--- config.mk ---
export PLATFORM = sky130hd
export DESIGN_NAME = decode_stage
export DESIGN_NICKNAME = d
export VERILOG_FILES = /design/src/rtl/decode_pkg.sv /design/src/rtl/decode_stage_fields.sv /design/src/rtl/decode_stage.sv
export SDC_FILE = /design/constraint.sdc
export NUM_CORES = 1
export LEC_CHECK = 0
export CORE_ASPECT_RATIO = 1.4
export CORE_MARGIN = 2
export CORE_UTILIZATION = 37
export DETAILED_ROUTE_END_ITERATION = 10
export PLACE_DENSITY = 0.74
export SLEW_MARGIN = 10
export SYNTH_ARGS = -nofsm -noshare
export SYNTH_HDL_FRONTEND = slang
export SYNTH_SLANG_ARGS = --single-unit
--- constraint.sdc ---
create_clock -name clk -period 1.75 [get_ports clk]
set_input_delay 0.525 -clock clk [delete_from_list [all_inputs] [get_ports clk]]
set_output_delay 0.525 -clock clk [all_outputs]
set_load 0.05 [all_outputs]
--- src/rtl/decode_pkg.sv ---
// Shared decode types for the decode stage.
// Opcodes, FSM states and decoded-field bundle.
package decode_pkg;

  localparam logic [2:0] OP_MOV  = 3'b110;
  localparam logic [2:0] OP_ALU  = 3'b101;
  localparam logic [2:0] OP_LDR  = 3'b011;
  localparam logic [2:0] OP_STR  = 3'b100;
  localparam logic [2:0] OP_HALT = 3'b111;

  typedef enum logic [2:0] {
    IDLE,
    REQ_A,
    REQ_B,
    REQ_AB,
    DRAIN,
    OUT
  } state_e;

  typedef struct packed {
    logic       need_a;
    logic       need_b;
    logic [2:0] src_a;
    logic [2:0] src_b;
    logic [2:0] wr_num;
    logic       wr_en;
    logic       halt;
    logic       illegal;
  } dec_t;

endpackage

--- src/rtl/decode_stage_fields.sv ---
// Combinational field decoder for one instruction.
// Unused source registers are forced to 0.
module instr_fields
  import decode_pkg::*;
#(
  parameter int DATA_W = 16
) (
  input  logic [15:0]       instr,
  output dec_t              fld,
  output logic [1:0]        shift,
  output logic [DATA_W-1:0] sximm5,
  output logic [DATA_W-1:0] sximm8
);

  logic [2:0] opc;
  logic [1:0] op;
  logic [2:0] rn;
  logic [2:0] rd;
  logic [2:0] rm;

  assign opc = instr[15:13];
  assign op  = instr[12:11];
  assign rn  = instr[10:8];
  assign rd  = instr[7:5];
  assign rm  = instr[2:0];

  assign sximm5 = {{(DATA_W-5){instr[4]}}, instr[4:0]};
  assign sximm8 = {{(DATA_W-8){instr[7]}}, instr[7:0]};
  assign shift  = (opc == OP_MOV || opc == OP_ALU)
                ? instr[4:3] : 2'b00;

  // Operand needs and destination per opcode/op pair
  always_comb begin
    fld = '0;
    unique case (opc)
      OP_MOV: begin
        if (op == 2'b10) begin
          fld.wr_num = rn;
          fld.wr_en  = 1'b1;
        end else if (op == 2'b00) begin
          fld.need_b = 1'b1;
          fld.src_b  = rm;
          fld.wr_num = rd;
          fld.wr_en  = 1'b1;
        end else begin
          fld.illegal = 1'b1;
        end
      end
      OP_ALU: begin
        fld.need_b = 1'b1;
        fld.src_b  = rm;
        if (op != 2'b11) begin
          fld.need_a = 1'b1;
          fld.src_a  = rn;
        end
        if (op != 2'b01) begin
          fld.wr_num = rd;
          fld.wr_en  = 1'b1;
        end
      end
      OP_LDR: begin
        if (op == 2'b00) begin
          fld.need_a = 1'b1;
          fld.src_a  = rn;
          fld.wr_num = rd;
          fld.wr_en  = 1'b1;
        end else begin
          fld.illegal = 1'b1;
        end
      end
      OP_STR: begin
        if (op == 2'b00) begin
          fld.need_a = 1'b1;
          fld.src_a  = rn;
          fld.need_b = 1'b1;
          fld.src_b  = rd;
        end else begin
          fld.illegal = 1'b1;
        end
      end
      OP_HALT: fld.halt = 1'b1;
      default: fld.illegal = 1'b1;
    endcase
  end

endmodule

--- src/rtl/decode_stage.sv ---
// Decode stage: decodes, fetches operands, emits packet.
// Packet registers load on accept and hold until taken.
module decode_stage
  import decode_pkg::*;
#(
  parameter int DATA_W     = 16,
  parameter int READ_PORTS = 1
) (
  input  logic              clk,
  input  logic              reset,
  input  logic              in_valid,
  output logic              in_ready,
  input  logic [15:0]       in_instr,
  output logic [2:0]        rf_addr_a,
  output logic [2:0]        rf_addr_b,
  input  logic [DATA_W-1:0] rf_data_a,
  input  logic [DATA_W-1:0] rf_data_b,
  output logic              out_valid,
  input  logic              out_ready,
  output logic [2:0]        opcode,
  output logic [1:0]        aluop,
  output logic [1:0]        shift,
  output logic [2:0]        wr_num,
  output logic              wr_en,
  output logic [DATA_W-1:0] op_a,
  output logic [DATA_W-1:0] op_b,
  output logic [DATA_W-1:0] sximm5,
  output logic [DATA_W-1:0] sximm8,
  output logic              halt,
  output logic              illegal
);

  state_e            state_q, state_d;
  dec_t              fld_q, fld_d, fld;
  logic [2:0]        opcode_q, opcode_d;
  logic [1:0]        aluop_q, aluop_d;
  logic [1:0]        shift_q, shift_d, f_shift;
  logic [DATA_W-1:0] sx5_q, sx5_d, f_sx5;
  logic [DATA_W-1:0] sx8_q, sx8_d, f_sx8;
  logic [DATA_W-1:0] op_a_q, op_a_d;
  logic [DATA_W-1:0] op_b_q, op_b_d;
  logic              accept;

  instr_fields #(.DATA_W(DATA_W)) u_fields (
    .instr  (in_instr),
    .fld    (fld),
    .shift  (f_shift),
    .sximm5 (f_sx5),
    .sximm8 (f_sx8)
  );

  function automatic state_e first_state(dec_t f);
    if (!f.need_a && !f.need_b) return OUT;
    if (READ_PORTS == 2)        return REQ_AB;
    if (f.need_a)               return REQ_A;
    return REQ_B;
  endfunction

  assign accept = in_valid && in_ready;

  // Handshake and register-file address drive
  always_comb begin
    in_ready  = !reset && (state_q == IDLE ||
                (state_q == OUT && out_ready));
    out_valid = (state_q == OUT);
    rf_addr_a = 3'd0;
    rf_addr_b = 3'd0;
    unique case (state_q)
      REQ_A:  rf_addr_a = fld_q.src_a;
      REQ_B:  rf_addr_a = fld_q.src_b;
      REQ_AB: begin
        rf_addr_a = fld_q.src_a;
        rf_addr_b = fld_q.src_b;
      end
      default: ;
    endcase
  end

  // Next state, operand capture and packet load
  always_comb begin
    state_d  = state_q;
    fld_d    = fld_q;
    opcode_d = opcode_q;
    aluop_d  = aluop_q;
    shift_d  = shift_q;
    sx5_d    = sx5_q;
    sx8_d    = sx8_q;
    op_a_d   = op_a_q;
    op_b_d   = op_b_q;
    unique case (state_q)
      IDLE:   ;
      REQ_A:  state_d = fld_q.need_b ? REQ_B : DRAIN;
      REQ_B: begin
        if (fld_q.need_a) op_a_d = rf_data_a;
        state_d = DRAIN;
      end
      REQ_AB: state_d = DRAIN;
      DRAIN: begin
        if (READ_PORTS == 2) begin
          if (fld_q.need_a) op_a_d = rf_data_a;
          if (fld_q.need_b) op_b_d = rf_data_b;
        end else if (fld_q.need_b) begin
          op_b_d = rf_data_a;
        end else begin
          op_a_d = rf_data_a;
        end
        state_d = OUT;
      end
      OUT:     if (out_ready) state_d = IDLE;
      default: state_d = IDLE;
    endcase
    if (accept) begin
      state_d  = first_state(fld);
      fld_d    = fld;
      opcode_d = in_instr[15:13];
      aluop_d  = in_instr[12:11];
      shift_d  = f_shift;
      sx5_d    = f_sx5;
      sx8_d    = f_sx8;
      op_a_d   = '0;
      op_b_d   = '0;
    end
  end

  // State and packet registers, synchronous reset
  always_ff @(posedge clk) begin
    if (reset) begin
      state_q  <= IDLE;
      fld_q    <= '0;
      opcode_q <= '0;
      aluop_q  <= '0;
      shift_q  <= '0;
      sx5_q    <= '0;
      sx8_q    <= '0;
      op_a_q   <= '0;
      op_b_q   <= '0;
    end else begin
      state_q  <= state_d;
      fld_q    <= fld_d;
      opcode_q <= opcode_d;
      aluop_q  <= aluop_d;
      shift_q  <= shift_d;
      sx5_q    <= sx5_d;
      sx8_q    <= sx8_d;
      op_a_q   <= op_a_d;
      op_b_q   <= op_b_d;
    end
  end

  assign opcode  = opcode_q;
  assign aluop   = aluop_q;
  assign shift   = shift_q;
  assign wr_num  = fld_q.wr_num;
  assign wr_en   = fld_q.wr_en;
  assign halt    = fld_q.halt;
  assign illegal = fld_q.illegal;
  assign op_a    = op_a_q;
  assign op_b    = op_b_q;
  assign sximm5  = sx5_q;
  assign sximm8  = sx8_q;

endmodule

==> metrics <==
failing checks setup timing; CP endpoint kind flop; Avg Cell Area, Syn 8.140 um2; actual slew at the worst max-slew pin 0.4874 ns; hold path start op_b[12]$_SDFFE_PP0P_; final number of setup-violating endpoints 24; GRT Util Overall 0.2116; post-synth top area share 0.4324; Slew Limit Fails 0; Most Frequent Cell on Critical Path buf_6; max incr delay on CP 0.39 ns; commonest non-fill, non-tap cells in the layout nand2_1, buf_12, dfxtp_1, buf_4, clkdlybuf4s50_1; Worst R2R Setup Slack -0.11 ns; core area 7750 um2; crit path DAT 2.09 ns; Post-Place Cells 566; clk sinks 64; Root Buffer clkbuf_8; site row count 38; Top FF cell, synth dfxtp_1; Setup Skew 0.006193 ns; vias in the first global route 2981; GPL Wtd Cong 0.8158; Comb power frac 0.356; Die Ht 109.9 um; Post-synth EDFFs 0; Power per Cell Area 853.7 nW/um2; Initial Util 0.3823; synthesized cell area 2963 um2; Max Clock Freq 536.8 MHz; sequential cell area fraction in the yosys report 0.4324; final WL 9439 um; Max Buffers Root-to-Sink 2; Startpoint Class flop; Die Area 8750 um2; P&R area growth vs syn 84.97%; clock power share 0.294; worst path required time 1.98 ns; multi-input logic area 1545 um2; HP Class flop to flop; Fin. Hold Viols 0; Flop pwr share 0.349; # nets final 543; total global routing overflow 0; clock transition at the registers of the reported paths 0.06 ns; DIE WIDTH 79.63 um; reg-to-reg startpoint state_q[1]$_SDFFE_PP0P_; fillers 554; vias 2998; synthesized flop and latch total 64; Min-Delay Endpoint op_b[12]$_SDFFE_PP0P_; Sequential Area 1292 um2; critical path, cell by cell buf_6, buf_6, or3b_4, a21oi_4, clkbuf_16, mux2i_4, nor2_1; commonest non-fill, non-tap cell in the layout nand2_1; P_int 3.171 mW; peak supply drop 0.5378 mV; htree depth 3; crit path max fanout 8; switch share 0.3223; Final WS setup -0.1128 ns; Worst slew margin 0.6745; Via density 5.030; Critical-path top delay cell or3b_4; DR WL/cell 15.84 um; CTS Buf Count 9; Skew-Pair Late Insertion Delay 0.34 ns; Worst Hold Depth 2; RSZ-0062 raised after global routing yes; Post-Syn Instances 364; post-DP HPWL 6298 um; DRT Pass-1 Iters 4; Mapped Nets 416; CTS Hold Bufs 0; outcome finished, violations left; antenna violations before repair 0; reg2reg path depth 7; first-pass GRT wire length 14290 um; Remaining DRCs 0; post-synth cell types 44; Non-Filler Instances 596; cell accounting for the most synthesized area dfxtp_1; post-synthesis async set-or-reset flop share 0; final setup TNS -1.239 ns; Synth area leaders dfxtp_1, nand2_1, buf_4, mux2i_1, a21oi_1; number of warnings issued by yosys 0; total of max-cap violations 0; LEAKAGE 2.137 nW; NetSw 1.508 mW; fin util 0.7071; crit share post-route 1.064; Crit Path Class flop to flop; CTS tree yes; Final min period 1.863 ns; largest net degree at the start of global routing 36; number of I/O port buffers 120; reg-to-reg endpoint op_a[14]$_SDFFE_PP0P_; ant diodes 0; ratio of cells with drive above 1 in the final layout 0.3790; I/O pin count 137; antenna viol nets, final 0; Iter 0 DRT Violations 87
-- layout make-up --
class | instances | area share
tap | 100 | 0.02283
clock buffer | 13 | 0.02717
sequential | 64 | 0.2358
inverter | 5 | 0.003425
timing repair buffer | 168 | 0.4169
clock inverter | 3 | 0.01187
multi-input combinational | 243 | 0.2820
-- synth_stat cells (all sizes together) (3+ instances only) --
library cell   n
inv            5
dfxtp         64
nand2         74
and3           7
nand3         18
a21oi         26
mux2i         16
buf           43
a32oi          5
nor4b          3
nor2          27
clkbuf         9
a31oi          4
o21ai         27
nor3           6
nand3b         3
-- routing by layer --
metal | track usage | up-vias | routed length (um)
li1 | - | 1476 | -
met1 | 0.2163 | 1392 | 3434
met2 | 0.4034 | 117 | 5303
met3 | 0.05993 | 13 | 542
met4 | 0.07635 | 0 | 159
met5 | 0 | - | 0
-- registers in the layout, indices dropped and copies added, names as in the netlist --
| name | count |
|---|---|
| fld_q | 8 |
| state_q | 3 |
| shift | 2 |
| sximm8 | 4 |
| wr_en | 1 |
| aluop | 2 |
| opcode | 3 |
| op_a | 16 |
| sximm5 | 4 |
| op_b | 16 |
| halt | 1 |
| wr_num | 3 |
| illegal | 1 |
-- logic make-up (layout without fill, tap and decap cells) --
| logic type | count (synthesis) | count (layout) | share of synthesized area |
|---|---|---|---|
| xor gates and xnor gates | 2 | 2 | 0.005913 |
| muxes | 16 | 16 | 0.05405 |
| and+or+nand+nor | 151 | 151 | 0.2416 |
| buffers and inverters | 57 | 189 | 0.1144 |
| DFF | 64 | 64 | 0.4324 |
| AOI/OAI and AO/OA | 74 | 74 | 0.1516 |
-- critical path: cells and delay by family, from the launching register on --
family	cells	cell delay, ns
flops	1	0.37
buf+inv	3	0.45
simple gates	2	0.44
compound gates	1	0.23
mux	1	0.25
-- metrics by stage --
stage | instance area, um2 | setup slack [ns] | hold slack (ns) | power, mW
final | 5480 | -0.1128 | 0.4654 | 4.679
after global routing | 5480 | -0.1604 | 0.4826 | 4.844
after CTS | 5326 | -0.05755 | 0.4598 | 4.635
after detailed placement | 4901 | -0.3646 | 0.4502 | 3.181
after global placement | 4901 | -0.3649 | 0.4426 | 3.162
after floorplan | 2977 | -0.04301 | 0.4409 | 2.466
-- power by group through the flow --
stage	clock [mW]	sequential (mW)	combinational (mW)
6_report	1.38	1.64	1.67
5_1_grt	1.46	1.64	1.74
4_1_cts	1.39	1.63	1.61
3_5_place_dp	0	1.65	1.53
3_3_place_gp	0	1.65	1.51
2_1_floorplan	0	1.84	0.626
-- worst max path at each step --
stage                       startpoint  depth (start not counted)                     end  slack (ns)
2_1_floorplan  state_q[0]$_SDFFE_PP0P_                          4            rf_addr_a[1]       -0.04
3_3_place_gp                 out_ready                          4                in_ready       -0.36
3_5_place_dp              in_instr[14]                          6  fld_q[11]$_SDFFE_PP0P_       -0.36
4_1_cts        state_q[0]$_SDFFE_PP0P_                          5            rf_addr_a[2]       -0.06
5_1_grt        state_q[1]$_SDFFE_PP0P_                          7   op_a[14]$_SDFFE_PP0P_       -0.16
6_report       state_q[1]$_SDFFE_PP0P_                          7   op_a[14]$_SDFFE_PP0P_       -0.11
-- what timing repair did --
| item | 4_1_cts | 5_1_grt |
|---|---|---|
| pin swaps | 6 | 6 |
| resized for setup | 35 | 30 |
| setup endpoints to repair | 9 | 33 |
| setup buffers | 11 | 2 |
| gates cloned | 1 | 0 |
Power figures use the tool's default switching activity.
